`src/rtl/bp_me_wormhole_packet_decode_mem_cmd.sv`:
```
// bp_me_wormhole_packet_decode_mem_cmd: reassembles one wormhole mem-command packet into a valid/ready message
module bp_me_wormhole_packet_decode_mem_cmd #(
   parameter int flit_width_p               = 64,
   parameter int cord_width_p               = 7,
   parameter int cid_width_p                = 2,
   parameter int len_width_p                = 4,
   parameter int cce_block_width_p          = 512,
   parameter int cce_mem_msg_header_width_p = 59
) (
   input  logic                                  clk_i,
   input  logic                                  reset_n_i,
   input  logic [flit_width_p-1:0]               link_data_i,
   input  logic                                  link_v_i,
   output logic                                  link_ready_and_o,
   output logic [cce_mem_msg_header_width_p-1:0] mem_cmd_header_o,
   output logic [cce_block_width_p-1:0]          mem_cmd_data_o,
   output logic [cord_width_p-1:0]               src_cord_o,
   output logic [cid_width_p-1:0]                src_cid_o,
   output logic                                  mem_cmd_v_o,
   input  logic                                  mem_cmd_ready_and_i
);
   localparam int hdr_w_lp     = 2*cord_width_p + 2*cid_width_p + len_width_p + cce_mem_msg_header_width_p;
   localparam int max_flits_lp = (hdr_w_lp + cce_block_width_p + flit_width_p - 1) / flit_width_p;
   localparam int buf_w_lp     = max_flits_lp * flit_width_p;
   localparam int src_lsb_lp   = cord_width_p + len_width_p + cid_width_p;

   typedef enum logic {e_recv, e_send} state_e;

   state_e                 state_q, state_d;
   logic [len_width_p-1:0] cnt_q, cnt_d, len_q, len_d, len_in;
   logic [buf_w_lp-1:0]    buf_q, buf_d;
   logic                   last;
   logic                   unused_buf;

   // next-state: write flits while receiving, hold the packet until consumed, then clear the payload
   always_comb begin
      state_d = state_q;
      cnt_d   = cnt_q;
      len_d   = len_q;
      buf_d   = buf_q;
      len_in  = link_data_i[cord_width_p +: len_width_p];
      last    = cnt_q == ((cnt_q == '0) ? len_in : len_q);
      if (state_q == e_recv && link_v_i) begin
         for (int k = 0; k < max_flits_lp; k++)
            if (int'(cnt_q) == k) buf_d[k*flit_width_p +: flit_width_p] = link_data_i;
         if (cnt_q == '0) len_d = len_in;
         cnt_d = last ? '0 : cnt_q + len_width_p'(1);
         if (last) state_d = e_send;
      end
      if (state_q == e_send && mem_cmd_ready_and_i) begin
         state_d = e_recv;
         buf_d[buf_w_lp-1:hdr_w_lp] = '0;
      end
   end

   // state register; reset drops any partial packet
   always_ff @(posedge clk_i or negedge reset_n_i) begin
      if (!reset_n_i) begin
         state_q <= e_recv;
         cnt_q   <= '0;
         len_q   <= '0;
         buf_q   <= '0;
      end else begin
         state_q <= state_d;
         cnt_q   <= cnt_d;
         len_q   <= len_d;
         buf_q   <= buf_d;
      end
   end

   assign link_ready_and_o = state_q == e_recv;
   assign mem_cmd_v_o      = state_q == e_send;
   assign mem_cmd_header_o = buf_q[hdr_w_lp-1 -: cce_mem_msg_header_width_p];
   assign src_cord_o       = buf_q[src_lsb_lp +: cord_width_p];
   assign src_cid_o        = buf_q[src_lsb_lp + cord_width_p +: cid_width_p];
   assign mem_cmd_data_o   = buf_q[hdr_w_lp +: cce_block_width_p];
   assign unused_buf       = ^buf_q;

   // an oversized len field makes extra flits fall off the end of the buffer
   a_flit_fits: assert property (@(posedge clk_i) disable iff (!reset_n_i)
      (state_q == e_recv && link_v_i) |-> int'(cnt_q) < max_flits_lp);
endmodule

```
`config.mk`:
```
export PLATFORM = sky130hd
export DESIGN_NAME = bp_me_wormhole_packet_decode_mem_cmd
export DESIGN_NICKNAME = d
export VERILOG_FILES = /design/src/rtl/bp_me_wormhole_packet_decode_mem_cmd.sv
export SDC_FILE = /design/constraint.sdc
export NUM_CORES = 1
export LEC_CHECK = 0
export ABC_AREA = 0
export CAP_MARGIN = 20
export CORE_AREA = 2 2 255 257
export DETAILED_ROUTE_END_ITERATION = 6
export DIE_AREA = 0 0 257 259
export PLACE_DENSITY = 0.66
export SLEW_MARGIN = 20
export SYNTH_ARGS = -nofsm -noshare
export SYNTH_HDL_FRONTEND = slang
export SYNTH_SLANG_ARGS = --single-unit
```
`constraint.sdc`:
```
create_clock -name clk_i -period 5.6 [get_ports clk_i]
set_input_delay 1.4 -clock clk_i [delete_from_list [all_inputs] [get_ports clk_i]]
set_output_delay 1.4 -clock clk_i [all_outputs]
set_load 0.01 [all_outputs]
```
# Word level (Yosys, flattened, before mapping)
# Index checks and enable logic that the tools add are counted.
[totals]
mem_count = 0
regBits = 602
output_inout_bits = 582
ram_bits = 0
latchBits = 0
romBits = 0
[op_classes]
eq_ne = 10
n_addsub = 1
n_mul = 0
n_div = 0
order_cmp = 0
mux = 17
reduce_logical = 27
bitwise = 1
n_shift = 0
[ops]
columns = ["operator", "n"]
rows = [
  ["$mux W593", 1],
  ["$mux W64", 9],
  ["$mux W512", 1],
  ["$eq A4 B4 Y1 const B", 6],
  ["$reduce_and A2 Y1", 12],
  ["$reduce_bool A2 Y1", 11],
  ["$mux W17", 1],
  ["$eq A4 B3 Y1 const B", 2],
  ["$logic_not A4 Y1", 2],
  ["$mux W4", 2],
  ["$add A4 B1 Y4 const B", 1],
  ["$eq A4 B2 Y1 const B", 1],
  ["$eq A4 B4 Y1", 1],
  ["$mux W1", 3],
  ["$logic_and A1 B1 Y1", 2],
  ["$not A1 Y1", 1],
]

# Depth between registers and ports, before layout
[logic_depth]
ltp_word = 6
depth_mapped = 9

# Worst setup path after synthesis
# OpenSTA, ideal clock, no wires.
[synth_path]
path_kind = "input to register"
from = "in link_v_i"
to = "reg buf_q[177]"
cell_stages = 9
t_arrival_ps = 2401
path_buffers = 4
setup_time_ps = 130
path_slack_ps = 3069
cell_sequence = "nand2b_1 buf_4 nor3_4 a21oi_1 buf_4 buf_6 buf_4 nand2_1 o21ai_0"
[synth_via]
elab_chain_cells = 3
[synth_rtl]
columns = ["item", "line", "rtl"]
rows = [
  ["from (decl)", "13", "input logic link_v_i,"],
  ["$logic_and A1 B1 Y1", "43", "if (state_q == e_recv && link_v_i) begin"],
  ["$reduce_bool A2 Y1 (no source line)", "-", ""],
  ["$reduce_and A2 Y1 (no source line)", "-", ""],
  ["to (signal assigned)", "67", "buf_q <= buf_d;"],
  ["to (decl)", "31", "logic [buf_w_lp-1:0] buf_q, buf_d;"],
]
# No other way between the ends.
# A chain may end at the register's enable or synchronous reset.

# Final worst setup path
[layout_path]
from = "in link_v_i"
to = "reg buf_q[575]"
# Same word-level chain as after synthesis.

==> results.py <==
metrics = {
    "outcome": {
        "outcome": "completed",
    },
    "floorplanning": {
        "io_pins": 650,
        "rows": 93,
        "dieWidth_um": 257,
        "initial_utilization_pct": 33.5,
        "core_area_mm2": 0.0639,
        "die-area_mm2": 0.0666,
        "fp.dieH_um": 259,
    },
    "logic_synthesis": {
        "ys_types": 36,
        "yosysWarnings": 0,
        "synth_nets": 1982,
        "yosysSeqAreaShare_pct": 68.9,
        "synth_area_per_cell_um2": 11.2,
        "synth_cells": 1910,
        "ys_ff_latch": 589,
        "netlist_area_mm2": 0.0214,
    },
    "worst_setup_path": {
        "cp_cell_sequence": "clkdlybuf4s50_1 -> nand2b_1 -> nor2_2 -> a31oi_4 -> buf_4 -> o21ai_0",
        "path_max_fanout": 51,
        "startpoint_type": "input port",
        "r2r_end": "buf_q[115]",
        "rrSetupSlack_ns": 2.77,
        "crit_slowest_cell": "a31oi_4",
        "cpPeakStageDelay_ns": 0.71,
        "required_ns": 6.06,
        "path_class": "in2reg",
        "worstRegToRegCells": 7,
        "cp.arrival_ns": 3.86,
        "rr_startpoint": "cnt_q[3]",
        "end_kind": "flip-flop",
    },
    "timing": {
        "fin_crit_sh_pct": 60.8,
        "rsz0062_at_grt": "no",
        "slew_viol_final": 0,
        "hold_violations": 0,
        "relSlewSlack_pct": 32.7,
        "max_freq_mhz": 294,
        "period_minus_slack_ns": 3.41,
        "setup_viol": 0,
        "setup-tns-final_ns": 0,
        "finalClockSkew_ns": 0.00622,
        "tightestPinTransition_ns": 1.01,
    },
    "power": {
        "leakage_nw": 13.6,
        "p_per_area_mw_per_mm2": 585,
        "p_sw_mw": 5.91,
        "power_frac_clock_pct": 23.7,
        "p_sw_share_pct": 32.7,
        "ir_worst_vdd_uv": 255,
        "p_int_mw": 12.1,
        "pwr-share-comb_pct": 37.8,
        "pwr-share-seq_pct": 38.4,
    },
    "cts": {
        "post_cts_buffers": 0,
        "worstSkewPairLatency_ns": 0.60,
        "cts_resized": 0,
        "hold_buffers": 0,
        "htreeDepth": 2,
        "cts_buffers": 61,
        "clock_sinks": 589,
        "cts_tree": "yes",
        "cts_buffer_depth": 3,
        "cts_root_buffer": "clkbuf_16",
        "path_clk_slew_ns": 0.06,
    },
    "global_route": {
        "grt-ovfl-total": 0,
        "grt_max_degree": 129,
        "grtUsageTotal_pct": 20.8,
        "grt_pass1_vias": 16741,
        "grt_pass1_wl_um": 107000,
        "antenna_found_initial": 1,
    },
    "place": {
        "portBuffers": 649,
        "routabilityCongestion": 0.818,
        "place_hpwl_um": 49000,
    },
    "hold_path": {
        "min_path_type": "reg2reg",
        "min-delay-start": "buf_q[249]",
        "min_to": "buf_q[249]",
        "hold_depth": 2,
    },
    "layout": {
        "area.growth.synth_to_final_pct": 44.2,
        "multi_input_area_mm2": 0.00607,
        "regArea_mm2": 0.0147,
        "fill_cells": 5635,
        "final_util_pct": 48.3,
        "drive_gt1_share_pct": 8.49,
        "nNetsFinal": 2590,
    },
    "detailed_routing": {
        "wirelength_um": 70500,
        "vias": 16562,
        "drc": 0,
        "first_pass_iters": 5,
        "postRouteAntennaNets": 0,
        "wire_per_inst_um": 20.6,
        "vias_per_cell": 4.84,
        "drt_iter0_drc": 1103,
    },
    "run": {
        "maxCapViolCount": 0,
    },
}
==> flip-flops by register name, indices dropped and copies added (netlist names) <==
signal and cells:
len_q 4, buf_q 580, cnt_q 4, mem_cmd_v_o 1
==> metal layers <==
metal	wire length, µm	up-vias	GRT usage, %
met5	0	-	0
li1	-	7653	-
met2	34200	580	34.5
met3	5340	127	6.13
met1	28800	8202	26.2
met4	2240	0	6.85
==> cells in the mapped netlist <==
| cell type | count | area share [%] |
|---|---|---|
| inv_1 | 3 | 0.053 |
| buf_4 | 5 | 0.18 |
| a21oi_1 | 7 | 0.16 |
| xnor2_1 | 2 | 0.082 |
| nand2b_1 | 3 | 0.088 |
| dfrtp_1 | 589 | 69 |
| buf_6 | 8 | 0.42 |
| nor2_4 | 2 | 0.11 |
| nor3_4 | 2 | 0.15 |
| o2bb2ai_1 | 37 | 1.5 |
| nor2_2 | 1 | 0.029 |
| nand2_1 | 557 | 9.8 |
| mux2_2 | 72 | 3.8 |
| a221o_1 | 1 | 0.047 |
| mux2i_1 | 2 | 0.094 |
| o21ai_0 | 313 | 7.3 |
| and2_1 | 1 | 0.029 |
| and2b_1 | 1 | 0.035 |
| nand3_1 | 1 | 0.023 |
| nor3b_4 | 1 | 0.088 |
| nor3_1 | 3 | 0.070 |
| nor3_2 | 1 | 0.047 |
| inv_2 | 1 | 0.018 |
| o311ai_1 | 2 | 0.082 |
| nor2b_1 | 1 | 0.029 |
| clkbuf_2 | 6 | 0.14 |
| buf_2 | 81 | 1.9 |
| o22ai_1 | 1 | 0.029 |
| clkbuf_1 | 29 | 0.51 |
| ha_1 | 4 | 0.23 |
| a31oi_2 | 1 | 0.058 |
| nand2_2 | 2 | 0.058 |
| nor2_1 | 2 | 0.035 |
| o21ai_1 | 166 | 3.9 |
| a32o_1 | 1 | 0.047 |
| a31oi_1 | 1 | 0.029 |
==> critical path, delay by kind of cell <==
family | cells | cell delay, ns
buffers and inverters | 2 | 0.97
AOI/OAI and AO/OA | 2 | 0.89
and+or+nand+nor | 2 | 0.54
==> placed cells by master (no fill, tap or decap), drive strengths merged, types with 3 or more instances in the layout <==
cell type,synthesis,final
a21oi,7,7
buf,94,26
bufinv,0,7
clkbuf,35,91
clkdlybuf4s50,0,648
clkinv,0,11
dfrtp,589,589
diode,0,3
ha,4,4
inv,4,6
mux2,72,72
nand2,559,559
nand2b,3,3
nor2,5,5
nor3,6,6
o21ai,479,479
o2bb2ai,37,37
==> cell type report <==
cell class	instances	area share, %
Sequential cell	589	47.8
Multi-Input combinational cell	1188	19.7
Clock buffer	91	6.00
Inverter	4	0.0487
Clock inverter	21	0.965
Tap cell	855	3.47
Antenna cell	3	0.0243
Timing Repair Buffer	674	22.0
==> logic make-up after synthesis <==
kind of cell	share of synthesized area (%)
xor gates and xnor gates	0.0819
and+or+nand+nor	10.6
adders and majority gates	0.234
AOI/OAI and AO/OA	13.2
muxes	3.88
buffers and inverters	3.21
DFF	68.9
==> power by group through the flow <==
stage               combinational, mW  sequential, mW  clock [mW]
finish                           6.83            6.94        4.29
CTS                              6.91            6.94        4.38
floorplan                        1.68            7.65           0
detailed placement               6.89            6.99           0
global route                     7.34            7.14        4.56
global placement                 6.77            6.92           0
==> worst max-delay path by stage <==
stage	to	slack [ns]	startpoint	cells after the start
floorplan	buf_q[177]	3.07	link_v_i	9
detailed placement	buf_q[177]	1.52	mem_cmd_ready_and_i	5
global placement	buf_q[129]	1.59	mem_cmd_ready_and_i	5
CTS	buf_q[129]	2.20	mem_cmd_ready_and_i	5
finish	buf_q[575]	2.19	link_v_i	6
global route	buf_q[171]	1.99	mem_cmd_ready_and_i	6
==> stage by stage <==
step           hold WS [ns]  std cells  total power [mW]  setup slack [ns]  cell area [µm²]
5_1_grt               0.498       3423              19.0              1.99            30800
4_1_cts               0.483       3421              18.2              2.20            30800
3_3_place_gp          0.461       3309              13.7              1.59            28700
2_1_floorplan         0.479       1910              9.33              3.07            21400
3_5_place_dp          0.469       3309              13.9              1.52            28700
6_report              0.477       3425              18.1              2.19            30900
Note: power is estimated with default switching activity, not from simulation.
